--- config.mk ---
export PLATFORM = sky130hd
export DESIGN_NAME = csla_pipe_flat
export DESIGN_NICKNAME = d
export VERILOG_FILES = /design/src/rtl/csla_pkg.sv /design/src/rtl/csla_pipe_if.sv /design/src/rtl/csla_seg.sv /design/src/rtl/csla_pipe.sv /design/src/flat_wrapper.sv
export SDC_FILE = /design/constraint.sdc
export NUM_CORES = 1
export LEC_CHECK = 0
export CORE_ASPECT_RATIO = 0.8
export CORE_UTILIZATION = 40
export DETAILED_ROUTE_END_ITERATION = 8
export PLACE_DENSITY_LB_ADDON = 0.05
export SLEW_MARGIN = 20
export SYNTH_ARGS = -nofsm -noshare
export SYNTH_HDL_FRONTEND = slang
export SYNTH_SLANG_ARGS = --single-unit
--- constraint.sdc ---
create_clock -name clk -period 1.15 [get_ports clk]
set_input_delay 0.23 -clock clk [delete_from_list [all_inputs] [get_ports clk]]
set_output_delay 0.23 -clock clk [all_outputs]
set_load 0.02 [all_outputs]
--- src/rtl/csla_pkg.sv ---
// Segmentation helpers for the pipelined carry-select adder.
// Latency: none (elaboration-time constants and functions only).
// Backpressure: not applicable.
package csla_pkg;

    // Upper bound on segments: W<=64 with every segment at least 2 bits wide.
    localparam int MAX_SEG = 32;

    // Unclipped width of segment i: SEG0, then SEG0+1, SEG0+2 ... capped at smax.
    function automatic int raw_width(input int s0, input int smax, input int i);
        int sw;
        sw = (i == 0) ? s0 : ((s0 + i < smax) ? s0 + i : smax);
        return sw;
    endfunction

    // Number of segments needed to cover w bits; the last one may be clipped.
    function automatic int seg_count(input int w, input int s0, input int smax);
        int n;
        int lsb;
        n   = 0;
        lsb = 0;
        for (int i = 0; i < MAX_SEG; i++) begin
            if (lsb < w) begin
                lsb += raw_width(s0, smax, i);
                n++;
            end
        end
        return n;
    endfunction

    // Bit index of the LSB of segment k.
    function automatic int seg_lsb(input int w, input int s0, input int smax, input int k);
        int lsb;
        lsb = 0;
        for (int i = 0; i < MAX_SEG; i++) begin
            if (i < k) begin
                lsb += raw_width(s0, smax, i);
            end
        end
        if (lsb > w) begin
            lsb = w;
        end
        return lsb;
    endfunction

    // Width of segment k; the last segment takes whatever bits remain.
    function automatic int seg_width(input int w, input int s0, input int smax, input int k);
        int lsb;
        int sw;
        lsb = seg_lsb(w, s0, smax, k);
        sw  = raw_width(s0, smax, k);
        if (lsb + sw > w) begin
            sw = w - lsb;
        end
        return sw;
    endfunction

    // Last segment computed ahead of the stage-1 register in the two-stage build.
    // Clamped so at least one segment is left for stage 2.
    function automatic int split_seg(input int nseg);
        int s;
        s = nseg / 2;
        if (s > nseg - 2) begin
            s = nseg - 2;
        end
        if (s < 0) begin
            s = 0;
        end
        return s;
    endfunction

endpackage

--- src/rtl/csla_pipe_if.sv ---
// Operand/result bundle for csla_pipe: valid/ready in, valid/ready out.
// Latency: none (wiring only).
// Backpressure: in_ready/out_ready carried alongside the data they qualify.
interface csla_pipe_if #(
    parameter int W = 32
);
    logic         in_valid;
    logic         in_ready;
    logic [W-1:0] a;
    logic [W-1:0] b;
    logic         cin;
    logic         op;
    logic         out_valid;
    logic         out_ready;
    logic [W-1:0] sum;
    logic         cout;
    logic         ovf;

    // Producer/consumer side of the adder.
    modport master (
        output in_valid, a, b, cin, op, out_ready,
        input  in_ready, out_valid, sum, cout, ovf
    );

    // The adder itself.
    modport slave (
        input  in_valid, a, b, cin, op, out_ready,
        output in_ready, out_valid, sum, cout, ovf
    );
endinterface

--- src/rtl/csla_seg.sv ---
// One carry-select segment: N-bit RCA with cin=0, (N+1)-bit +1 converter, select mux.
// Latency: combinational.
// Backpressure: none.
module csla_seg #(
    parameter int N = 4
) (
    input  logic [N-1:0] a,
    input  logic [N-1:0] b,
    input  logic         sel,
    output logic [N-1:0] s,
    output logic         c
);
    logic [N:0] r0;
    logic [N:0] r1;

    // Carry-in-0 result and its +1 (carry-in-1) version; sel picks one.
    assign r0     = {1'b0, a} + {1'b0, b};
    assign r1     = r0 + {{N{1'b0}}, 1'b1};
    assign {c, s} = sel ? r1 : r0;
endmodule

--- src/rtl/csla_pipe.sv ---
// Pipelined carry-select adder with cin, carry-out and signed overflow; CSLA_PIPE_SUB_EN adds op=1 subtract.
// Latency: STAGES (1 or 2) cycles from accepting edge to out_valid.
// Backpressure: each stage refills as it drains; in_ready drops combinationally when out_ready is low on a full pipe.
module csla_pipe
    import csla_pkg::*;
#(
    parameter int W       = 32,
    parameter int SEG0    = 3,
    parameter int SEG_MAX = 7,
    parameter int STAGES  = 1
) (
    input  logic       clk,
    input  logic       rst_n,
    csla_pipe_if.slave bus
);
    localparam int NSEG  = seg_count(W, SEG0, SEG_MAX);
    localparam int SPLIT = split_seg(NSEG);
    localparam int LOW_W = seg_lsb(W, SEG0, SEG_MAX, SPLIT + 1);
    localparam int HI_W  = W - LOW_W;

    // Stage-1 payload: finished low sum, its carry-out, upper operand slices still to add.
    typedef struct packed {
        logic [LOW_W-1:0] lo;
        logic             c;
        logic [HI_W-1:0]  ah;
        logic [HI_W-1:0]  bh;
    } s1_t;

    logic         s1_valid;
    s1_t          s1_q;
    logic         s1_leaves;
    logic         in_ready;
    logic         out_free;
    logic         out_load;
    logic         out_valid_q;
    logic [W-1:0] sum_q;
    logic         cout_q;
    logic         ovf_q;

    logic [W-1:0] b_in;
    logic         cin_in;
    logic [W-1:0] xa;
    logic [W-1:0] xb;
    logic [W-1:0] s_comb;
    logic         cy [0:NSEG];
    logic [W-1:0] res_sum;
    logic         res_cout;
    logic         res_ovf;

`ifdef CSLA_PIPE_SUB_EN
    // Subtract as a + ~b + 1.
    assign b_in   = bus.op ? ~bus.b : bus.b;
    assign cin_in = bus.op | bus.cin;
`else
    logic unused_op;
    assign unused_op = bus.op;
    assign b_in      = bus.b;
    assign cin_in    = bus.cin;
`endif

    // Lower segments always see the live operands; upper segments see the
    // stage-1 copies when the add is split across two registers.
    assign xa = (STAGES == 2) ? {s1_q.ah, bus.a[LOW_W-1:0]} : bus.a;
    assign xb = (STAGES == 2) ? {s1_q.bh, b_in[LOW_W-1:0]}  : b_in;

    assign cy[0] = cin_in;

    for (genvar k = 0; k < NSEG; k++) begin : g_seg
        localparam int LSB = seg_lsb(W, SEG0, SEG_MAX, k);
        localparam int SW  = seg_width(W, SEG0, SEG_MAX, k);
        if (k == 0) begin : g_rca
            assign {cy[1], s_comb[SW-1:0]} = {1'b0, xa[SW-1:0]} + {1'b0, xb[SW-1:0]}
                                             + {{SW{1'b0}}, cy[0]};
        end else begin : g_csel
            logic sel;
            // First stage-2 segment selects on the registered low carry.
            assign sel = (STAGES == 2 && k == SPLIT + 1) ? s1_q.c : cy[k];
            csla_seg #(.N(SW)) u_seg (
                .a   (xa[LSB +: SW]),
                .b   (xb[LSB +: SW]),
                .sel (sel),
                .s   (s_comb[LSB +: SW]),
                .c   (cy[k+1])
            );
        end
    end

    assign res_sum  = (STAGES == 2) ? {s_comb[W-1:LOW_W], s1_q.lo} : s_comb;
    assign res_cout = cy[NSEG];
    // Carry into the MSB recovered from the MSB sum bit, then compared with cout.
    assign res_ovf  = (xa[W-1] ^ xb[W-1] ^ s_comb[W-1]) ^ cy[NSEG];

    // Handshake: a stage loads when its upstream is valid and it is empty or draining.
    assign out_free  = !out_valid_q || bus.out_ready;
    assign s1_leaves = s1_valid && out_free;
    assign in_ready  = (STAGES == 2) ? (!s1_valid || s1_leaves) : out_free;
    assign out_load  = ((STAGES == 2) ? s1_valid : bus.in_valid) && out_free;

    if (STAGES == 2) begin : g_s1
        // Stage-1 register: capture low half result and upper operand slices.
        always_ff @(posedge clk or negedge rst_n) begin
            if (!rst_n) begin
                s1_valid <= 1'b0;
                s1_q     <= '0;
            end else begin
                if (in_ready) begin
                    s1_valid <= bus.in_valid;
                end
                if (bus.in_valid && in_ready) begin
                    s1_q.lo <= s_comb[LOW_W-1:0];
                    s1_q.c  <= cy[SPLIT+1];
                    s1_q.ah <= bus.a[W-1:LOW_W];
                    s1_q.bh <= b_in[W-1:LOW_W];
                end
            end
        end
    end else begin : g_no_s1
        assign s1_valid = 1'b0;
        assign s1_q     = '0;
    end

    // Output register: holds the result until the consumer takes it.
    always_ff @(posedge clk or negedge rst_n) begin
        if (!rst_n) begin
            out_valid_q <= 1'b0;
            sum_q       <= '0;
            cout_q      <= 1'b0;
            ovf_q       <= 1'b0;
        end else begin
            if (out_free) begin
                out_valid_q <= out_load;
            end
            if (out_load) begin
                sum_q  <= res_sum;
                cout_q <= res_cout;
                ovf_q  <= res_ovf;
            end
        end
    end

    assign bus.in_ready  = in_ready;
    assign bus.out_valid = out_valid_q;
    assign bus.sum       = sum_q;
    assign bus.cout      = cout_q;
    assign bus.ovf       = ovf_q;
endmodule
--- src/flat_wrapper.sv ---
// flat-port wrapper written by rule: the top's interface ports become plain ports
module csla_pipe_flat import csla_pkg::*;
#(
    parameter int W       = 32,
    parameter int SEG0    = 3,
    parameter int SEG_MAX = 7,
    parameter int STAGES  = 1
)
  (clk, rst_n, bus_in_valid, bus_a, bus_b, bus_cin, bus_op, bus_out_ready, bus_in_ready, bus_out_valid, bus_sum, bus_cout, bus_ovf);
  csla_pipe_if #(.W(W)) bus_i ();
  input  logic clk;
  input  logic rst_n;
  input wire logic [$bits(bus_i.in_valid)-1:0] bus_in_valid;
  input wire logic [$bits(bus_i.a)-1:0] bus_a;
  input wire logic [$bits(bus_i.b)-1:0] bus_b;
  input wire logic [$bits(bus_i.cin)-1:0] bus_cin;
  input wire logic [$bits(bus_i.op)-1:0] bus_op;
  input wire logic [$bits(bus_i.out_ready)-1:0] bus_out_ready;
  output wire logic [$bits(bus_i.in_ready)-1:0] bus_in_ready;
  output wire logic [$bits(bus_i.out_valid)-1:0] bus_out_valid;
  output wire logic [$bits(bus_i.sum)-1:0] bus_sum;
  output wire logic [$bits(bus_i.cout)-1:0] bus_cout;
  output wire logic [$bits(bus_i.ovf)-1:0] bus_ovf;
  assign bus_i.in_valid = bus_in_valid;
  assign bus_i.a = bus_a;
  assign bus_i.b = bus_b;
  assign bus_i.cin = bus_cin;
  assign bus_i.op = bus_op;
  assign bus_i.out_ready = bus_out_ready;
  assign bus_in_ready = bus_i.in_ready;
  assign bus_out_valid = bus_i.out_valid;
  assign bus_sum = bus_i.sum;
  assign bus_cout = bus_i.cout;
  assign bus_ovf = bus_i.ovf;
  csla_pipe #(.W(W), .SEG0(SEG0), .SEG_MAX(SEG_MAX), .STAGES(STAGES)) u_core (.clk(clk), .rst_n(rst_n), .bus(bus_i));
endmodule
After elaboration in Yosys (flattened, before gate mapping)
Index checks and enable logic that the tools add are counted.

Mux-type cells: 5. Magnitude comparators: 0. Reductions and logical operators: 3. Shifts and indexed selects: 0. Bitwise operators: 3. $add $sub $neg: 12. $mul: 0. Equality and inequality tests: 0. Divide/modulo/power cells: 0.

Operators by type and width (count): adder 7 x 7 -> 8 bit (2); adder 8 x 1 -> 8 bit (second input constant) (2); two-way mux 8 bit (2); adder 6 x 6 -> 7 bit (1); adder 7 x 1 -> 7 bit (second input constant) (1); two-way mux 7 bit (1); adder 5 x 5 -> 6 bit (1); adder 6 x 1 -> 6 bit (second input constant) (1); two-way mux 6 bit (1); adder 4 x 4 -> 5 bit (1); adder 5 x 1 -> 5 bit (second input constant) (1); two-way mux 5 bit (1); adder 3 x 3 -> 4 bit (1); adder 4 x 1 -> 4 bit (1); XOR 1 bit (3); logical AND 1 bit (1); zero test 1 bit (1); logical OR 1 bit (1).

ROM bits: 0. Flip-flop bits (word level): 35. Memories: 0. Latch bits: 0. Output and inout bits: 36. Input port bits: 70. Bits in writable memories: 0. Word-level logic and storage cells: 27.

Depth between registers and ports, before layout
Depth after elaboration: 9. Depth in mapped cells: 16. Depth with buffers taken out: 16.

Modules after synthesis
A second synthesis with hierarchy kept.

Cells, all modules: 293. Area total of the unflattened synthesis: 3246.9 um^2.

By module, submodules not included: csla_pipe (times used 1, area each 1597.8 um^2, cells an instance 93, seq. area each 875.8 um^2); csla_seg (u_core.g_seg[4].g_csel.u_seg ...) (times used 2, area each 397.9 um^2, cells an instance 44, seq. area each 0.0 um^2); csla_seg (u_core.g_seg[3].g_csel.u_seg) (times used 1, area each 356.6 um^2, cells an instance 50, seq. area each 0.0 um^2); csla_seg (u_core.g_seg[1].g_csel.u_seg) (times used 1, area each 249.0 um^2, cells an instance 34, seq. area each 0.0 um^2); csla_seg (u_core.g_seg[2].g_csel.u_seg) (times used 1, area each 247.7 um^2, cells an instance 28, seq. area each 0.0 um^2).

Least setup slack after synthesis
OpenSTA, ideal clock, no wires.

Kind: input to register. Start: in bus_b[3]. End: reg u_core.ovf_q, in the netlist u_core.bus.ovf. Path buffers: 0. Data required time: 1025 ps. Stages on the path: 16. Slack: -2363 ps. Arrival: 3388 ps. Library setup time: 125 ps. Cells stage by stage: ha_1 > inv_1 > fa_1 > inv_1 > ha_1 > inv_1 > nor2_1 > nor4b_4 > xor2_2 > or3_1 > nand4_2 > mux2_4 > xnor2_4 > nand2_4 > xnor3_1 > mux2_2.

Word-level cells in the longest chain between the ends: 9.

Ends and longest elaborated chain: from (decl) (line flat_wrapper.sv:15) `input wire logic [$bits(bus_i.b)-1:0] bus_b;`; adder 4 x 4 -> 5 bit (*) (line csla_seg.sv:17) `assign r0 = {1'b0, a} + {1'b0, b};`; adder 5 x 1 -> 5 bit (line csla_seg.sv:18) `assign r1 = r0 + {{N{1'b0}}, 1'b1};`; two-way mux 5 bit (*) (line csla_seg.sv:19) `assign {c, s} = sel ? r1 : r0;`; two-way mux 6 bit (*) (line csla_seg.sv:19); two-way mux 7 bit (*) (line csla_seg.sv:19); two-way mux 8 bit (*) (2 in series) (line csla_seg.sv:19); XOR 1 bit (line csla_pipe.sv:91) `assign res_ovf = (xa[W-1] ^ xb[W-1] ^ s_comb[W-1]) ^ cy[NSEG];`; XOR 1 bit (*) (line csla_pipe.sv:91); to (signal assigned) (line csla_pipe.sv:136) `ovf_q <= res_ovf;`; to (decl) (line csla_pipe.sv:38) `logic ovf_q;`.

Every way passes the cells marked *; elsewhere a longest branch is shown, timed or not. A chain may end at the register's enable or synchronous reset.

Worst setup path in the final report
Start: in bus_a[3]. End: reg u_core.ovf_q, in the netlist u_core.bus.ovf.

Word-level cells in the longest chain between the ends: 9.

Ends and longest elaborated chain: from (decl) (line flat_wrapper.sv:14) `input wire logic [$bits(bus_i.a)-1:0] bus_a;`; adder 4 x 4 -> 5 bit (*) (line csla_seg.sv:17); adder 5 x 1 -> 5 bit (line csla_seg.sv:18); two-way mux 5 bit (*) (line csla_seg.sv:19); two-way mux 6 bit (*) (line csla_seg.sv:19); two-way mux 7 bit (*) (line csla_seg.sv:19); two-way mux 8 bit (*) (2 in series) (line csla_seg.sv:19); XOR 1 bit (line csla_pipe.sv:91); XOR 1 bit (*) (line csla_pipe.sv:91).

Marks and branches as above.

==> results.toml <==
[layout]
final_util_pct = 72.59
layout_common_cells = "buf_4, clkdlybuf4s50_1, buf_2, nand2_1, dfrtp_1"
nets = 641
final_area_mm2 = 0.005150
drive_gt1_share_pct = 41.02
n_fill_cell = 557
mostFrequentLayoutCell = "buf_4"
areaGrowthSynthToFinish_pct = 69.87
antenna_cells = 0

[yosys]
yosysUniqueCellTypes = 42
ys_seq_area_share_pct = 28.89
netlist_instances = 333
ys_ff_latch = 35
ys_warn_count = 0
syn_area_per_cell_um2 = 9.104
syn_area_mm2 = 0.003032
synthArstFlopShare_pct = 100.0
synth-edff-count = 0
synthFlopType = "dfrtp_1"
synth_nets = 446

[sta]
fin_worst_skew_ns = 0.001316
finalMaxSlewViolations = 0
hold_violations = 0
period_share_pct = 278.6
fmax_mhz = 312.1
worst_pin_slew_ns = 0.3173
fin_crit_ns = 3.204
setup_viol = 34
slew-limit-headroom_pct = 78.78
setup_slack_ns = -2.054
tns_ns = -42.97
hold_ws_ns = 0.3648
grt_setup_unrepaired = "yes"

[hold_path]
hold_class = "in2reg"

[setup_path]
cp.required_ns = 1.33
cp-start-kind = "input port"
crit_arrival_ns = 3.38
crit_type = "in2reg"
end_kind = "flop"
critPathMaxFanout = 2
rrSetupSlack_ns = -0.07

[clock_tree]
cts_root_buf = "clkbuf_8"
clock_latency_ns = 0.29
cts_max_path_buffers = 2
cts_tree = "yes"
cts.sinks = 35
cts_htree_levels = 2
numCtsBuffers = 5
clkTransAtPathRegs_ns = 0.07

[floorplanning]
start_util_pct = 42.73
die_x_um = 99.34
die_area_mm2 = 0.007933
die_h_um = 79.87
rows = 27
core_area_mm2 = 0.007094
io_pins = 106

[power]
power_leakage_uw = 0.002490
power.density_mw_per_mm2 = 1130
irDropWorstVdd_uv = 543.0

[global_routing]
grt_overflow_total = 0
grt_pass1_wl_um = 12710
grt_pass1_vias = 2928
antenna_found_initial = 0
grt_usage_pct = 19.97
grt_max_degree = 36

[routing]
drtAntennaViolNets = 0
wl_per_cell_um = 12.69
viasPerCell = 4.769
wl_um = 7814
post-route-drc-count = 0
drtPass1Iterations = 4
drt_iter0_drc = 72
vias = 2938

[run_status]
violations = "negative setup slack"
outcome = "finished, violations left"

[placement]
port_buffers = 104
placed_cell_area_mm2 = 0.004798
gp_congestion = 0.7584
hpwl_um = 6067

[run]
drv_cap = 0
state kept, by name, indices dropped and copies added, names as in the netlist:
name and flops:
u_core.bus.cout 1, u_core.bus.ovf 1, u_core.bus.sum 32, u_core.bus.out_valid 1
synthesized netlist by cell type, types with 3 or more instances:
library cell / count / area, µm²
a21o_1: 8 / 60.06
a21oi_1: 17 / 85.08
clkbuf_1: 7 / 26.28
dfrtp_1: 35 / 875.8
fa_1: 7 / 140.1
ha_1: 36 / 450.4
inv_1: 26 / 97.59
mux2i_1: 3 / 30.03
nand2_1: 42 / 157.7
nand2b_1: 5 / 31.28
nand3_1: 5 / 25.02
nand4_1: 3 / 18.77
nor2_1: 16 / 60.06
nor3_1: 4 / 20.02
o21ai_0: 38 / 190.2
o21bai_1: 7 / 52.55
xnor2_1: 23 / 201.4
xor2_1: 22 / 192.7
report_power, final:
part | internal, µW | total, µW | switching [µW]
combinational | 1640 | 3270 | 1630
sequential | 1520 | 1680 | 158
clock | 425 | 874 | 448
total | 3580 | 5820 | 2240
logic make-up after synthesis:
kind of cell | Yosys count | synth area share [%]
xor+xnor | 48 | 15.19
compound gates | 76 | 14.69
buf+inv | 34 | 4.457
simple gates | 91 | 15.06
flops | 35 | 28.89
fa+ha+maj | 43 | 19.48
mux | 6 | 2.228
per-stage QoR:
step	total power, µW	instances	setup slack, ns
final	5819	616	-2.054
after global routing	6196	616	-2.163
after CTS	5714	615	-2.091
after detailed placement	4857	594	-2.847
after global placement	4762	594	-2.792
after floorplan	3224	333	-2.275
layer usage:
layer  vias to the layer above  track usage [%]  share of wire [%]
met4                         0            5.588                1.0
met1                      1331            23.47                 44
met2                        74            38.19                 51
met3                         9            2.452                4.2
met5                         -                0                  0
li1                       1524                -                  -
worst max-delay path, cell delays in order:
cell     delay, ns
buf_6         0.10
ha_4          0.15
inv_2         0.05
fa_2          0.45
inv_2         0.08
ha_4          0.12
inv_2         0.03
nor2_2        0.07
nor4b_4       0.24
xor2_2        0.12
or3_4         0.40
nand4_4       0.09
mux2_4        0.35
xnor2_4       0.22
nand2_4       0.08
xnor3_1       0.34
mux2_4        0.27
cell type report:
class                           instances  area, µm²  area share, %
Clock inverter                          1      5.005        0.09718
Multi-Input combinational cell        264       2395          46.50
Sequential cell                        35      877.1          17.03
Inverter                               26      97.59          1.895
Timing Repair Buffer                  196       1590          30.88
Clock buffer                            7      76.32          1.482
Tap cell                               87      108.9          2.114
final timing paths:
check                                startpoint                    to  cells after the start
max                                    bus_a[3]        u_core.bus.ovf                     17
min reg2reg                   u_core.bus.sum[1]     u_core.bus.sum[1]                      2
max reg2reg                u_core.bus.out_valid    u_core.bus.sum[21]                      6
max in group asynchronous                 rst_n  u_core.bus.out_valid                      3
min                                    bus_a[1]     u_core.bus.sum[1]                      4
min in group asynchronous                 rst_n    u_core.bus.sum[19]                      3
what timing repair did:
item | CTS | global route
hold buffers | 1 | 0
setup endpoints to repair | 70 | 35
pin swaps | 41 | 36
cloned | 0 | 0
resized for setup | 263 | 30
hold endpoints to repair | 35 | 0
buffers inserted | 13 | 3
(Power assumes the default switching activity.)
==> edit (same settings) <==
The option `CSLA_PIPE_SUB_EN` is turned on by a define.
--- a/src/rtl/csla_pipe.sv
+++ b/src/rtl/csla_pipe.sv
@@ -1,6 +1,8 @@
 // Pipelined carry-select adder with cin, carry-out and signed overflow; CSLA_PIPE_SUB_EN adds op=1 subtract.
 // Latency: STAGES (1 or 2) cycles from accepting edge to out_valid.
 // Backpressure: each stage refills as it drains; in_ready drops combinationally when out_ready is low on a full pipe.
+`define CSLA_PIPE_SUB_EN
+
 module csla_pipe
     import csla_pkg::*;
 #(
Formal check against the unedited RTL: not equivalent (Yosys sat finds a counterexample within 4 cycles, from zero or initial values and one cycle with rst_n low).
==> edit against the unedited design <==
Global-route usage rose by 1.9 points. The run still ends with negative setup slack left. Critical path type unchanged. Combinational power rose by 46%. Wire length rose by 21%. Final area rose by 15%. Synthesized area rose by 12%. Highest routed layer unchanged. Total power rose by 33%. Critical endpoint unchanged. Sequential cell count did not move. Setup slack got worse by 0.30 ns.
==> edit: results (changes against the unedited design) <==
* Outcome: finished, violations left
* Failing checks: negative setup slack
* Area after DPL at 5280 µm² (+10%)
* Slew margin rel. at 0.697 (-0.0909)
* Psw at 3.07 mW (+37%)
* Met3 global-route usage at 0.0326 (+0.00809)
* CP arrival at 3.71 ns (+0.33 ns)
* Slack of the critical path at -2.35 ns (-0.295 ns)
* Routed wire length per instance at 13.5 µm (+6.7%)
* Seq/Total Area, Yosys at 0.257 (-0.0319)
* Max IR drop VDD at 0.000686 V (+26%)
* HP Class: in2async
* M1 GR Usage at 0.281 (+0.0463)
* # fillers at 591 (+6.1%)
* Synthesized Nets at 492 (+10%)
* GR Util met2 at 0.397 (+0.0152)
* Final setup viols at 34 (unchanged)
* Worst Skew at 0.00139 ns (+0.0000743 ns)
* Via density at 4.88 (+2.3%)
* Vias in the first global route at 3485 (+19%)
* Pleak at 2.82 nW (+13%)
* Port Buffers at 105 (+0.96%)
* Yosys cell types at 47 (+12%)
* Worst R2R Setup Slack at -0.04 ns (+0.03 ns)
* Ratio of cells with drive above 1 in the final layout at 0.400 (-0.00987)
* Gr usage total at 0.218 (+0.0186)
* Net count reported at finish at 705 (+10%)
* First DRT Iteration DRCs at 73 (+1.4%)
* Hpwl dp at 7.01 mm (+16%)
## edit: critical path: stages
cell	delay, ns
clkdlybuf4s50_1	0.51
xor2_2	0.16
ha_1	0.26
a21o_1	0.22
o2111a_1	0.26
a211oi_2	0.37
nor4b_4	0.09
buf_4	0.14
mux2_4	0.28
mux2i_4	0.26
mux2i_1	0.25
xnor2_1	0.20
xnor3_1	0.37
o21ai_1	0.12
## edit: path summary, 6_finish.rpt
path	start	endpoint	cells past startpoint
max	bus_b[14]	u_core.bus.ovf	14
min	rst_n	u_core.bus.sum[6]	3
max reg2reg	u_core.bus.out_valid	u_core.bus.sum[14]	6
min reg2reg	u_core.bus.sum[4]	u_core.bus.sum[4]	2
max in group asynchronous	rst_n	u_core.bus.sum[14]	3
min in group clk	u_core.bus.sum[4]	u_core.bus.sum[4]	2
## edit: repair_timing
item	4_1_cts	5_1_grt
resized for setup	243	58
pin swaps	40	43
hold endpoints to repair	35	0
hold buffers	1	0
cloned	2	0
buffers inserted	12	10
endpoints found under the setup margin	70	35
## edit: metrics by stage
step	TNS, ns	power (mW)	hold WS [ns]	utilization	cells
CTS	-57.17	7.43	0.454	0.700	691
floorplan	-64.83	4.07	-0.0656	-	378
global route	-56.45	8.27	0.468	0.732	700
finish	-52.49	7.71	0.448	0.732	700
detailed placement	-76.08	6.21	0.212	0.653	669
global placement	-73.41	6.12	0.208	0.653	669
## edit: per-layer routing
metal  wire length [µm]  vias to the layer above
met5                  0                        -
met4                 48                        0
met3                321                        4
met2               4790                       81
met1               4320                     1611
li1                   -                     1720
## edit: cells by family after synthesis
family	Yosys count	synth area share
xor gates and xnor gates	75	0.199
adders and majority gates	44	0.177
muxes	7	0.0261
AOI/OAI and AO/OA	82	0.147
DFF	35	0.257
buffers and inverters	31	0.0341
and+or+nand+nor	104	0.160
## edit: power groups by stage
stage	logic, mW	clock network (mW)	registers, mW
after floorplan	1.82	0	2.25
after global placement	4.30	0	1.82
after detailed placement	4.38	0	1.83
after CTS	4.47	1.15	1.80
after global routing	5.21	1.21	1.85
final	4.79	1.12	1.80
## edit: area by class of cell
cell class	instances	area share
inverter	20	0.0127
tap	108	0.0228
clock buffer	5	0.0116
sequential	35	0.148
clock inverter	3	0.00739
timing repair buffer	217	0.316
multi-input combinational	312	0.482
